### src/rtl/instr_encoder_loader.sv
// Packs MIPS fields into 32-bit words, buffers them in a small FIFO and streams
// them into IMEM over a valid/ready write port from a programmed base address.

module instr_field_pack (
  input  logic [1:0]  fmt,
  input  logic [5:0]  opcode,
  input  logic [4:0]  rs,
  input  logic [4:0]  rt,
  input  logic [4:0]  rd,
  input  logic [4:0]  shamt,
  input  logic [5:0]  funct,
  input  logic [15:0] immediate,
  input  logic [25:0] address,
  output logic [31:0] word,
  output logic        illegal
);
  always_comb begin
    word    = '0;
    illegal = 1'b0;
    case (fmt)
      2'd0:    word = {opcode, rs, rt, rd, shamt, funct};
      2'd1:    word = {opcode, rs, rt, immediate};
      2'd2:    word = {opcode, address};
      default: illegal = 1'b1;  // encodes as nop, still written
    endcase
  end
endmodule

module instr_encoder_loader #(
  parameter int IMEM_ADDR_WIDTH = 8,
  parameter int FIFO_DEPTH      = 4
) (
  input  logic                       clk,
  input  logic                       rst,
  input  logic                       start,
  input  logic [IMEM_ADDR_WIDTH-1:0] base_addr,
  input  logic [7:0]                 length,
  input  logic                       in_valid,
  output logic                       in_ready,
  input  logic [1:0]                 fmt,
  input  logic [5:0]                 opcode,
  input  logic [4:0]                 rs,
  input  logic [4:0]                 rt,
  input  logic [4:0]                 rd,
  input  logic [4:0]                 shamt,
  input  logic [5:0]                 funct,
  input  logic [15:0]                immediate,
  input  logic [25:0]                address,
  output logic                       imem_we,
  input  logic                       imem_ready,
  output logic [IMEM_ADDR_WIDTH-1:0] imem_addr,
  output logic [31:0]                imem_wdata,
  output logic                       busy,
  output logic                       done,
  output logic                       fmt_err
);
  localparam int PW = (FIFO_DEPTH > 1) ? $clog2(FIFO_DEPTH) : 1;
  localparam int CW = PW + 1;

  typedef enum logic [1:0] {IDLE, RUN, DONE} state_t;

  state_t                     state;
  logic [31:0]                mem [FIFO_DEPTH];
  logic [PW-1:0]              head, tail;
  logic [CW-1:0]              count;
  logic [IMEM_ADDR_WIDTH-1:0] wptr;
  logic [7:0]                 len_q, acc_cnt, wr_cnt;
  logic [31:0]                enc_word;
  logic                       enc_illegal;
  logic                       full, empty, accept, wdone;

  instr_field_pack u_pack (
    .fmt       (fmt),
    .opcode    (opcode),
    .rs        (rs),
    .rt        (rt),
    .rd        (rd),
    .shamt     (shamt),
    .funct     (funct),
    .immediate (immediate),
    .address   (address),
    .word      (enc_word),
    .illegal   (enc_illegal)
  );

  assign full       = (count == CW'(FIFO_DEPTH));
  assign empty      = (count == '0);
  // in_ready looks only at registered state, never at imem_ready
  assign in_ready   = (state == RUN) && !full && (acc_cnt < len_q);
  assign accept     = in_valid && in_ready;
  assign imem_we    = !empty;
  assign wdone      = imem_we && imem_ready;
  assign imem_addr  = wptr;
  assign imem_wdata = empty ? 32'h0 : mem[head];
  assign busy       = (state != IDLE);
  assign done       = (state == DONE);

  always_ff @(posedge clk) begin
    if (accept) mem[tail] <= enc_word;
  end

  always_ff @(posedge clk) begin
    if (rst) begin
      state   <= IDLE;
      head    <= '0;
      tail    <= '0;
      count   <= '0;
      wptr    <= '0;
      len_q   <= '0;
      acc_cnt <= '0;
      wr_cnt  <= '0;
      fmt_err <= 1'b0;
    end else begin
      if (accept) begin
        tail    <= tail + 1'b1;
        acc_cnt <= acc_cnt + 8'd1;
        if (enc_illegal) fmt_err <= 1'b1;
      end
      if (wdone) begin
        head   <= head + 1'b1;
        wptr   <= wptr + 1'b1;
        wr_cnt <= wr_cnt + 8'd1;
      end
      case ({accept, wdone})
        2'b10:   count <= count + 1'b1;
        2'b01:   count <= count - 1'b1;
        default: ;
      endcase
      case (state)
        IDLE: if (start) begin
          fmt_err <= 1'b0;
          wptr    <= base_addr;
          len_q   <= length;
          acc_cnt <= '0;
          wr_cnt  <= '0;
          state   <= (length == 8'd0) ? DONE : RUN;
        end
        RUN:     if (wdone && (8'(wr_cnt + 8'd1) == len_q)) state <= DONE;
        DONE:    state <= IDLE;
        default: state <= IDLE;
      endcase
    end
  end
endmodule

### config.mk
export PLATFORM = sky130hd
export DESIGN_NAME = instr_encoder_loader
export DESIGN_NICKNAME = d
export VERILOG_FILES = /design/src/rtl/instr_encoder_loader.sv
export SDC_FILE = /design/constraint.sdc
export NUM_CORES = 1
export LEC_CHECK = 0
export BUFFER_PORTS_ARGS = -buffer_cell sky130_fd_sc_hd__buf_2
export CAP_MARGIN = 25
export CORE_ASPECT_RATIO = 1.2
export CORE_MARGIN = 2
export CORE_UTILIZATION = 60
export DETAILED_ROUTE_END_ITERATION = 8
export GPL_TIMING_DRIVEN = 0
export PLACE_DENSITY = 0.86
export SKIP_CTS_REPAIR_TIMING = 1
export SLEW_MARGIN = 15
export SYNTH_ARGS = -nofsm -noshare
export SYNTH_HDL_FRONTEND = slang
export SYNTH_HIERARCHICAL = 1
export SYNTH_SLANG_ARGS = --single-unit
### constraint.sdc
create_clock -name clk -period 4.9 [get_ports clk]
set_input_delay 0.245 -clock clk [delete_from_list [all_inputs] [get_ports clk]]
set_output_delay 0.245 -clock clk [all_outputs]
set_load 0.01 [all_outputs]
# Word level (Yosys, flattened, before mapping)

Memories as Yosys holds them, arrays and structs flattened. A register that Yosys moved wholly into a read port is not among the register bits.
Index checks and enable logic that the tools add are counted.

Register bits: 42
Bits in writable memories: 128
Bits of input ports: 97
Output and inout bits: 45
Word-level logic and storage cells: 68
Memories kept: 1

$add $sub $neg: 7
Order comparisons: 1
Equal/unequal tests: 10
Muxes and demuxes: 24
Reduce and logical (&&, ||, !) cells: 16

Memory list:

| name | words | bits a word | rd ports | clocked after Yosys merged registers in | wr ports | RTL line | source |
|---|---|---|---|---|---|---|---|
| mem  | 4     | 32          | 1        | 1                                       | 1        | 63       | `logic [31:0] mem [FIFO_DEPTH];` |

Operator list:

| cell                  | count |
|---|---|
| $pmux W32 S3          | 1 |
| $mux W8               | 9 |
| $mux W32              | 1 |
| $add A8 B1 Y8 const B | 3 |
| $mux W2               | 5 |
| $eq A8 B8 Y1          | 1 |
| $logic_not A8 Y1      | 1 |
| $lt A8 B8 Y1          | 1 |
| $eq A2 B1 Y1 const B  | 3 |
| $eq A2 B2 Y1 const B  | 3 |
| $mux W1               | 6 |
| $pmux W3 S2           | 1 |
| $logic_and A1 B1 Y1   | 5 |
| $add A2 B1 Y2 const B | 2 |
| $logic_not A2 Y1      | 2 |
| $pmux W2 S2           | 1 |
| $reduce_and A2 Y1     | 2 |
| $reduce_bool A2 Y1    | 2 |
| $add A3 B1 Y3 const B | 1 |
| $eq A3 B3 Y1 const B  | 1 |
| $logic_not A3 Y1      | 1 |
| $reduce_or A3 Y1      | 1 |
| $sub A3 B1 Y3 const B | 1 |
| $logic_not A1 Y1      | 2 |
| other kinds (2)       | 2 |

# Longest topological paths before layout

Gate-level depths: netlist (run 1).

Depth in word-level cells: 8
Gate-level depth with buffers: 13
Depth with buffers taken out: 13

# Cells and area by module

Netlist (run 1), hierarchy kept.

Modules (own cells, without submodules):

| module               | instances | cells an instance | area each (sq um) | sequential area each (sq um) |
|---|---|---|---|---|
| instr_encoder_loader | 1         | 490               | 7,161.9           | 4,724.5 |
| instr_field_pack     | 1         | 60                | 526.8             | 0.0 |

# Least setup slack after synthesis (run 1)

No wires, ideal clock.

Path type: register to register
Start point: reg len_q[7]
End point: mem mem[0][0] (enable)
Library setup time: 0.392 ns
Arrival time: 2.417 ns
Data required time: 4.508 ns
Setup slack: 2.091 ns
Stages on the path, launching flop included: 9
Buffers on the path: 1
Period minus slack after synthesis: 2.809 ns
Cells stage by stage: dfxtp_1 -> inv_1 -> ha_1 -> or3b_1 -> a221oi_2 -> nand2_1 -> a21oi_4 -> buf_2 -> and2_1

Word-level cells in the longest chain between the ends: 5

RTL lines:

| what                          | RTL line | source |
|---|---|---|
| start, declared               | 67       | `logic [7:0] len_q, acc_cnt, wr_cnt;` |
| start signal, assigned        | 133      | `len_q <= length;` |
| $lt A8 B8 Y1                  | 89       | `assign in_ready = (state == RUN) && !full && (acc_cnt < len_q);` |
| $logic_and A1 B1 Y1           | 89       |  |
| $logic_and A1 B1 Y1           | 90       | `assign accept = in_valid && in_ready;` |
| $mux W1                       | 99       | `if (accept) mem[tail] <= enc_word;` |
| $mux W1 (not written as such) | 99       |  |
| end, declared                 | 63       |  |

Every way passes these cells.

# Final worst setup path (run 1)

Start point: reg len_q[7]
End point: mem mem[3][26] (enable)

Same word-level chain as after synthesis.

==> impl_metrics.yaml, run 1 <==
power:
  totalPowerFinal_mw: 3.905
  p_per_area_mw_per_mm2: 420.2
  cellLeakagePower_nw: 3.518
  p_comb_share_pct: 22.0
  pwr-share-seq_pct: 42.6
  power.switching_fraction_pct: 27.59
  switching_power_mw: 1.077
  p_clk_share_pct: 35.4
  vdd.ir_drop.worst_v: 0.0002323
  p_int_mw: 2.827
detailed_routing:
  wire_per_inst_um: 19.68
  vias: 5223
  drt-pass1-iter-count: 7
  detail-route-antenna-nets: 0
  route.final.wire_length_um: 17520
  drt_initial_violations: 308
  avgViaCountPerCell: 5.869
  route.detailed.drc: 0
cts:
  tritoncts_num_sinks: 172
  cts.root.buffer_cell: "clkbuf_16"
  cts.path.max_buffers: 2
  cts_h_tree_lvls: 4
  clk_transition_reported_paths_ns: 0.07
  worst_skew_pair.late_latency_ns: 0.42
  numCtsBuffers: 17
  cts_tree: "yes"
yosys:
  ys_ff_latch: 172
  synth_edf_count: 128
  yosysWarnings: 6
  summed_instance_area_of_the_synthesized_netlist_mm2: 0.007689
  synth_sequential_area_ratio_pct: 61.45
  synth.area.mux_share_pct: 11.72
  netlist-cell-type-count: 50
  synth.avg_cell_area_um2: 13.98
  syn_nets: 663
  synth_top_family_by_area: "multiplexers"
  synth-simple-area-share_pct: 10.30
  number_of_standard_cells_after_synthesis: 550
  synth_xor_xnor_area_share_pct: 2.962
  synthAdderAreaFrac_pct: 2.701
  postSynth.topFlopCell: "edfxtp_1"
  async_flop_share_pct: 0
  synth-compound-area-share_pct: 7.648
timing:
  final-hold-violation-count: 0
  max_slew.worst_pin.slew_ns: 0.6562
  setup_viol: 0
  maxSlewHeadroom_pct: 56.25
  final.setup.worst_slack_ns: 2.033
  fin_worst_skew_ns: 0.01044
  timing.setup.tns_ns: 0
  timing_max_transition_violations_final: 0
  post-route-period-util_pct: 58.52
  grt_setup_unrepaired: "no"
  min_period_ns: 2.867
  fmaxAchievable_mhz: 348.7
finish:
  num_antenna_cells: 0
  area_growth_syn_to_layout_pct: 20.85
  layout.cells.most_common_list: "buf_2 (146), edfxtp_1 (128), dfxtp_1 (44)"
  most_common_library_cell_in_the_layout_ignoring_fill_and_taps: "buf_2"
  drive_above_1_share_pct: 31.68
  layout.nets: 826
floorplan:
  die_h_um: 128.0
  start_util_pct: 61.24
  dieWidth_um: 107.3
  die_area_mm2: 0.01374
  placeableCoreArea_mm2: 0.01256
  ioPinCount: 142
  placement_rows: 45
setup_path:
  worst-path-buf-inv: 3
  critical_path.endpoint_type: "register"
  critical_path_cell_by_cell: "inv_1, ha_1, or3b_1, a221oi_2, nand2_1, a21oi_4, buf_2, and2_2, buf_12"
  worstPathMaxFanout: 21
  worstSetupPathType: "register to register"
  worst-endpoint-required_ns: 5.02
  timing.critical_path.slowest_cell_delay_ns: 0.43
  cell_family_contributing_the_most_delay_on_the_critical_path: "simple AND/OR/NAND/NOR gates"
  setup.worst_path.start_class: "register"
  timing.critical_path.slowest_stage_cell: "and2_2"
  timing.critical_path.arrival_ns: 2.98
min_path:
  hold_class: "input port to register"
status:
  status: "finished clean"
job:
  timing.max_cap.violations: 0
grt:
  grt.overflow.total: 0
  initial_antenna_violation_count: 0
  grt_pass1_vias: 5215
  grt_first_pass_wirelength_um: 27220
  grt_start_max_net_pins: 27
  groute.usage.overall_pct: 26.44
placement:
  dp_slack_ns: 2.053
  finalWeightedCongestion: 0.9048
  dp_hpwl_um: 11610
  numPortBuffers: 140
## Yosys cell counts, types with 7 or more instances
| cell | instances | area, um2 |
|---|---|---|
| nand2_1 | 38 | 142.6 |
| a21oi_1 | 24 | 120.1 |
| a211oi_1 | 9 | 67.56 |
| nand3_1 | 9 | 45.04 |
| ha_1 | 15 | 187.7 |
| o21ai_0 | 7 | 35.03 |
| mux2i_1 | 18 | 180.2 |
| o2bb2ai_1 | 16 | 140.1 |
| dfxtp_1 | 44 | 880.8 |
| edfxtp_1 | 128 | 3844 |
| clkbuf_1 | 17 | 63.81 |
| a22o_1 | 10 | 87.58 |
| mux4_2 | 32 | 720.7 |
| nor2_1 | 30 | 112.6 |
| xnor2_1 | 13 | 113.9 |
| inv_1 | 18 | 67.56 |
| and2_1 | 43 | 269.0 |
| xor2_1 | 13 | 113.9 |
## state kept, by name, indices dropped and copies added, names as in the netlist, named ones only
register and count:
acc_cnt 8, wr_cnt 8, len_q 8, state 2, fmt_err 1, imem_addr 8, mem 128, count 3
head 2, tail 2
## worst reg2reg max path, cell delays in order (launching register included)
cell and delay (ns):
dfxtp_1 0.40, inv_1 0.07, ha_1 0.20, or3b_1 0.36
a221oi_2 0.25, nand2_1 0.16, a21oi_4 0.18, buf_2 0.26
and2_2 0.43, buf_12 0.24
## layer usage
metal,vias to the layer above,global-route usage (%),share of wire [%]
met5,-,0,0
met4,0,9.729,2.9
met3,40,5.338,7.3
met2,265,48.10,54
met1,2520,30.86,36
li1,2398,-,-
## logic make-up after synthesis
family / Yosys count
xor gates and xnor gates: 26
adders and majority gates: 16
muxes: 50
buffers and inverters: 51
DFF: 172
and+or+nand+nor: 153
AOI/OAI and AO/OA: 82
## metrics by stage
step           instance area, um2  std cells  hold slack (ns)  util (%)
2_1_floorplan                7689        550           0.3810         -
3_3_place_gp                 8594        854           0.4498     68.45
3_5_place_dp                 8680        858           0.4548     69.13
4_1_cts                      9291        890          0.06086     74.00
5_1_grt                      9291        890          0.07602     74.00
6_report                     9291        890          0.07479     74.00
## power groups by stage
stage	registers, mW	clock network, mW	logic [mW]
6_report	1.66	1.38	0.858
5_1_grt	1.67	1.45	0.938
4_1_cts	1.66	1.39	0.867
3_5_place_dp	1.69	0	0.849
3_3_place_gp	1.69	0	0.821
2_1_floorplan	1.69	0	0.555
## worst paths after layout
kind                            startpoint         end  slack (ns)  cells after the start
worst min-delay path             length[5]    len_q[5]        0.07                      3
worst max-delay path              len_q[7]  mem[3][26]        2.03                      9
worst max register to register    len_q[7]  mem[3][26]        2.03                      9
worst min register to register     fmt_err     fmt_err        0.46                      2
## layout make-up
type                       instances  area (um2)
sequential                       172        4725
multi-input combinational        327        2721
clock inverter                    15       186.4
clock buffer                      17       425.4
fill                             763        3264
buffer                            31       172.7
tap                              164       205.2
timing repair buffer             144       780.7
inverter                          20       75.07
No activity file was read; power rests on OpenSTA's default activity.
==> run 2: changes to the inputs <==
--- a/config.mk
+++ b/config.mk
@@ -9,10 +9,10 @@
 export CAP_MARGIN = 25
 export CORE_ASPECT_RATIO = 1.2
 export CORE_MARGIN = 2
-export CORE_UTILIZATION = 60
+export CORE_UTILIZATION = 50
 export DETAILED_ROUTE_END_ITERATION = 8
 export GPL_TIMING_DRIVEN = 0
-export PLACE_DENSITY = 0.86
+export PLACE_DENSITY = 0.77
 export SKIP_CTS_REPAIR_TIMING = 1
 export SLEW_MARGIN = 15
 export SYNTH_ARGS = -nofsm -noshare
==> constraint.sdc (replaced) <==
create_clock -name clk -period 2.4 [get_ports clk]
set_input_delay 0.12 -clock clk [delete_from_list [all_inputs] [get_ports clk]]
set_output_delay 0.12 -clock clk [all_outputs]
set_load 0.01 [all_outputs]
==> impl_metrics.yaml, run 2 (same netlist as run 1, synthesis figures left out) <==
status:
  status: "finished with violations"
  failed_checks: "negative hold slack, negative setup slack"
timing:
  min_period_ns: 2.582
  timing_max_transition_violations_final: 0
  fin_worst_skew_ns: 0.01336
  final.setup.worst_slack_ns: -0.1822
  worst_hold_slack_ns: -0.004426
  setup_viol: 123
  post-route-period-util_pct: 107.6
  fmaxAchievable_mhz: 387.3
  maxSlewHeadroom_pct: 57.67
  timing.setup.tns_ns: -11.56
  max_slew.worst_pin.slew_ns: 0.6350
  grt_setup_unrepaired: "yes"
  final-hold-violation-count: 1
finish:
  drive_above_1_share_pct: 35.99
  num_antenna_cells: 0
  largest_register_ffs: 128
  area_growth_syn_to_layout_pct: 27.36
  layout.nets: 865
  most_common_library_cell_in_the_layout_ignoring_fill_and_taps: "buf_2"
  final.fill_count: 1060
  layout.cells.most_common_list: "buf_2 (142), edfxtp_1 (128), and2_1 (39), dfxtp_1 (39), nand2_1 (38)"
  utilization_pct: 65.19
  registers.top_by_ff_count: "mem"
  final_cell_area_mm2: 0.009792
floorplan:
  ioPinCount: 142
  dieWidth_um: 117.2
  die_h_um: 139.8
  placeableCoreArea_mm2: 0.01502
  start_util_pct: 51.19
  placement_rows: 49
  die_area_mm2: 0.01639
detailed_routing:
  detail-route-antenna-nets: 0
  wire_per_inst_um: 18.87
  drt-pass1-iter-count: 4
  drt_initial_violations: 467
  vias: 5317
  route.final.wire_length_um: 18260
  avgViaCountPerCell: 5.493
  route.detailed.drc: 0
cts:
  tritoncts_num_sinks: 172
  worst_skew_pair.late_latency_ns: 0.42
  cts.root.buffer_cell: "clkbuf_16"
  cts_h_tree_lvls: 4
  cts.path.max_buffers: 2
  numCtsBuffers: 17
  clk_transition_reported_paths_ns: 0.07
  cts_tree: "yes"
placement:
  dp_hpwl_um: 11510
  dpl-instance-area_mm2: 0.008670
  finalWeightedCongestion: 0.9033
  dp_slack_ns: -0.6683
  numPortBuffers: 140
setup_path:
  worst-endpoint-required_ns: 2.53
  critical_path.endpoint_type: "register"
  worstPathMaxFanout: 8
  timing.critical_path.slowest_stage_cell: "dfxtp_4"
  timing.critical_path.arrival_ns: 2.71
  cell_family_contributing_the_most_delay_on_the_critical_path: "simple AND/OR/NAND/NOR gates"
  critical_path_cell_by_cell: "inv_4, ha_4, or3b_1, a221oi_2, nand2_1, a21oi_4, buf_6, buf_6, buf_12, buf_8, and2_4, buf_12"
  setup.worst_path.start_class: "register"
  worst-path-buf-inv: 6
  worstSetupPathType: "register to register"
  timing.critical_path.slowest_cell_delay_ns: 0.37
min_path:
  hold_class: "input port to register"
grt:
  grt_first_pass_wirelength_um: 26190
  initial_antenna_violation_count: 1
  groute.usage.overall_pct: 20.86
  grt_start_max_net_pins: 33
  grt_pass1_vias: 5316
  grt.overflow.total: 0
job:
  timing.max_cap.violations: 0
power:
  p_per_area_mw_per_mm2: 824.9
  cellLeakagePower_nw: 3.707
  vdd.ir_drop.worst_v: 0.0004450
==> run 2: cell types whose count changed in the layout (fill, tap and decap cells not counted), moves of 3 or more <==
cell,delta
and2_4,+15
buf_4,+15
dlygate4sd3_1,+10
buf_6,+7
dfxtp_1,-5
and2_2,-4
buf_2,-4
dfxtp_2,+4
a21oi_1,-3
a21oi_2,+3
clkinv_4,-3
clkinvlp_4,+3
==> run 2: layer usage <==
metal	vias to the layer above	GRT usage, %	part of all wire, %
met2	188	36.66	55
met5	-	0	0.071
li1	2494	-	-
met4	2	6.068	1.0
met3	21	4.965	6.3
met1	2612	25.22	38
==> run 2: area by class of cell <==
class                   count  area, um2  area share, %
plain buffers              30      191.4          1.955
flip-flops and latches    172       4733          48.34
multi-input cells         338       2878          29.39
clock buffers              17      425.4          4.344
clock inverters            14      178.9          1.827
repair buffers            173       1050          10.72
well taps                 204      255.2          2.607
inverters                  20      80.08         0.8178
==> run 2: path summary, 6_finish.rpt <==
check	startpoint	end	slack (ns)	cells past startpoint
max	len_q[7]	mem[3][25]	-0.18	12
max reg2reg	len_q[7]	mem[3][25]	-0.18	12
min	base_addr[4]	imem_addr[4]	-0.004	3
min reg2reg	fmt_err	fmt_err	0.48	2
==> run 2: where the power goes <==
part | switching (mW) | internal, mW | total [mW] | leakage [nW]
sequential | 0.0763 | 3.32 | 3.39 | 1.53
clock | 1.14 | 1.65 | 2.79 | 0.288
combinational | 0.990 | 0.901 | 1.89 | 1.89
==> run 2: per-stage QoR <==
| stage | std cells | total power [mW] |
|---|---|---|
| 6_report | 968 | 8.078 |
| 5_1_grt | 968 | 8.426 |
| 4_1_cts | 925 | 7.988 |
| 3_5_place_dp | 894 | 5.212 |
| 3_3_place_gp | 894 | 5.155 |
| 2_1_floorplan | 550 | 4.588 |
==> run 2: worst register-to-register path, cell delays in order, from the launching register on <==
cell and delay (ns):
dfxtp_4 0.37, inv_4 0.04, ha_4 0.14, or3b_1 0.35
a221oi_2 0.23, nand2_1 0.16, a21oi_4 0.20, buf_6 0.12
buf_6 0.11, buf_12 0.12, buf_8 0.13, and2_4 0.18
buf_12 0.14
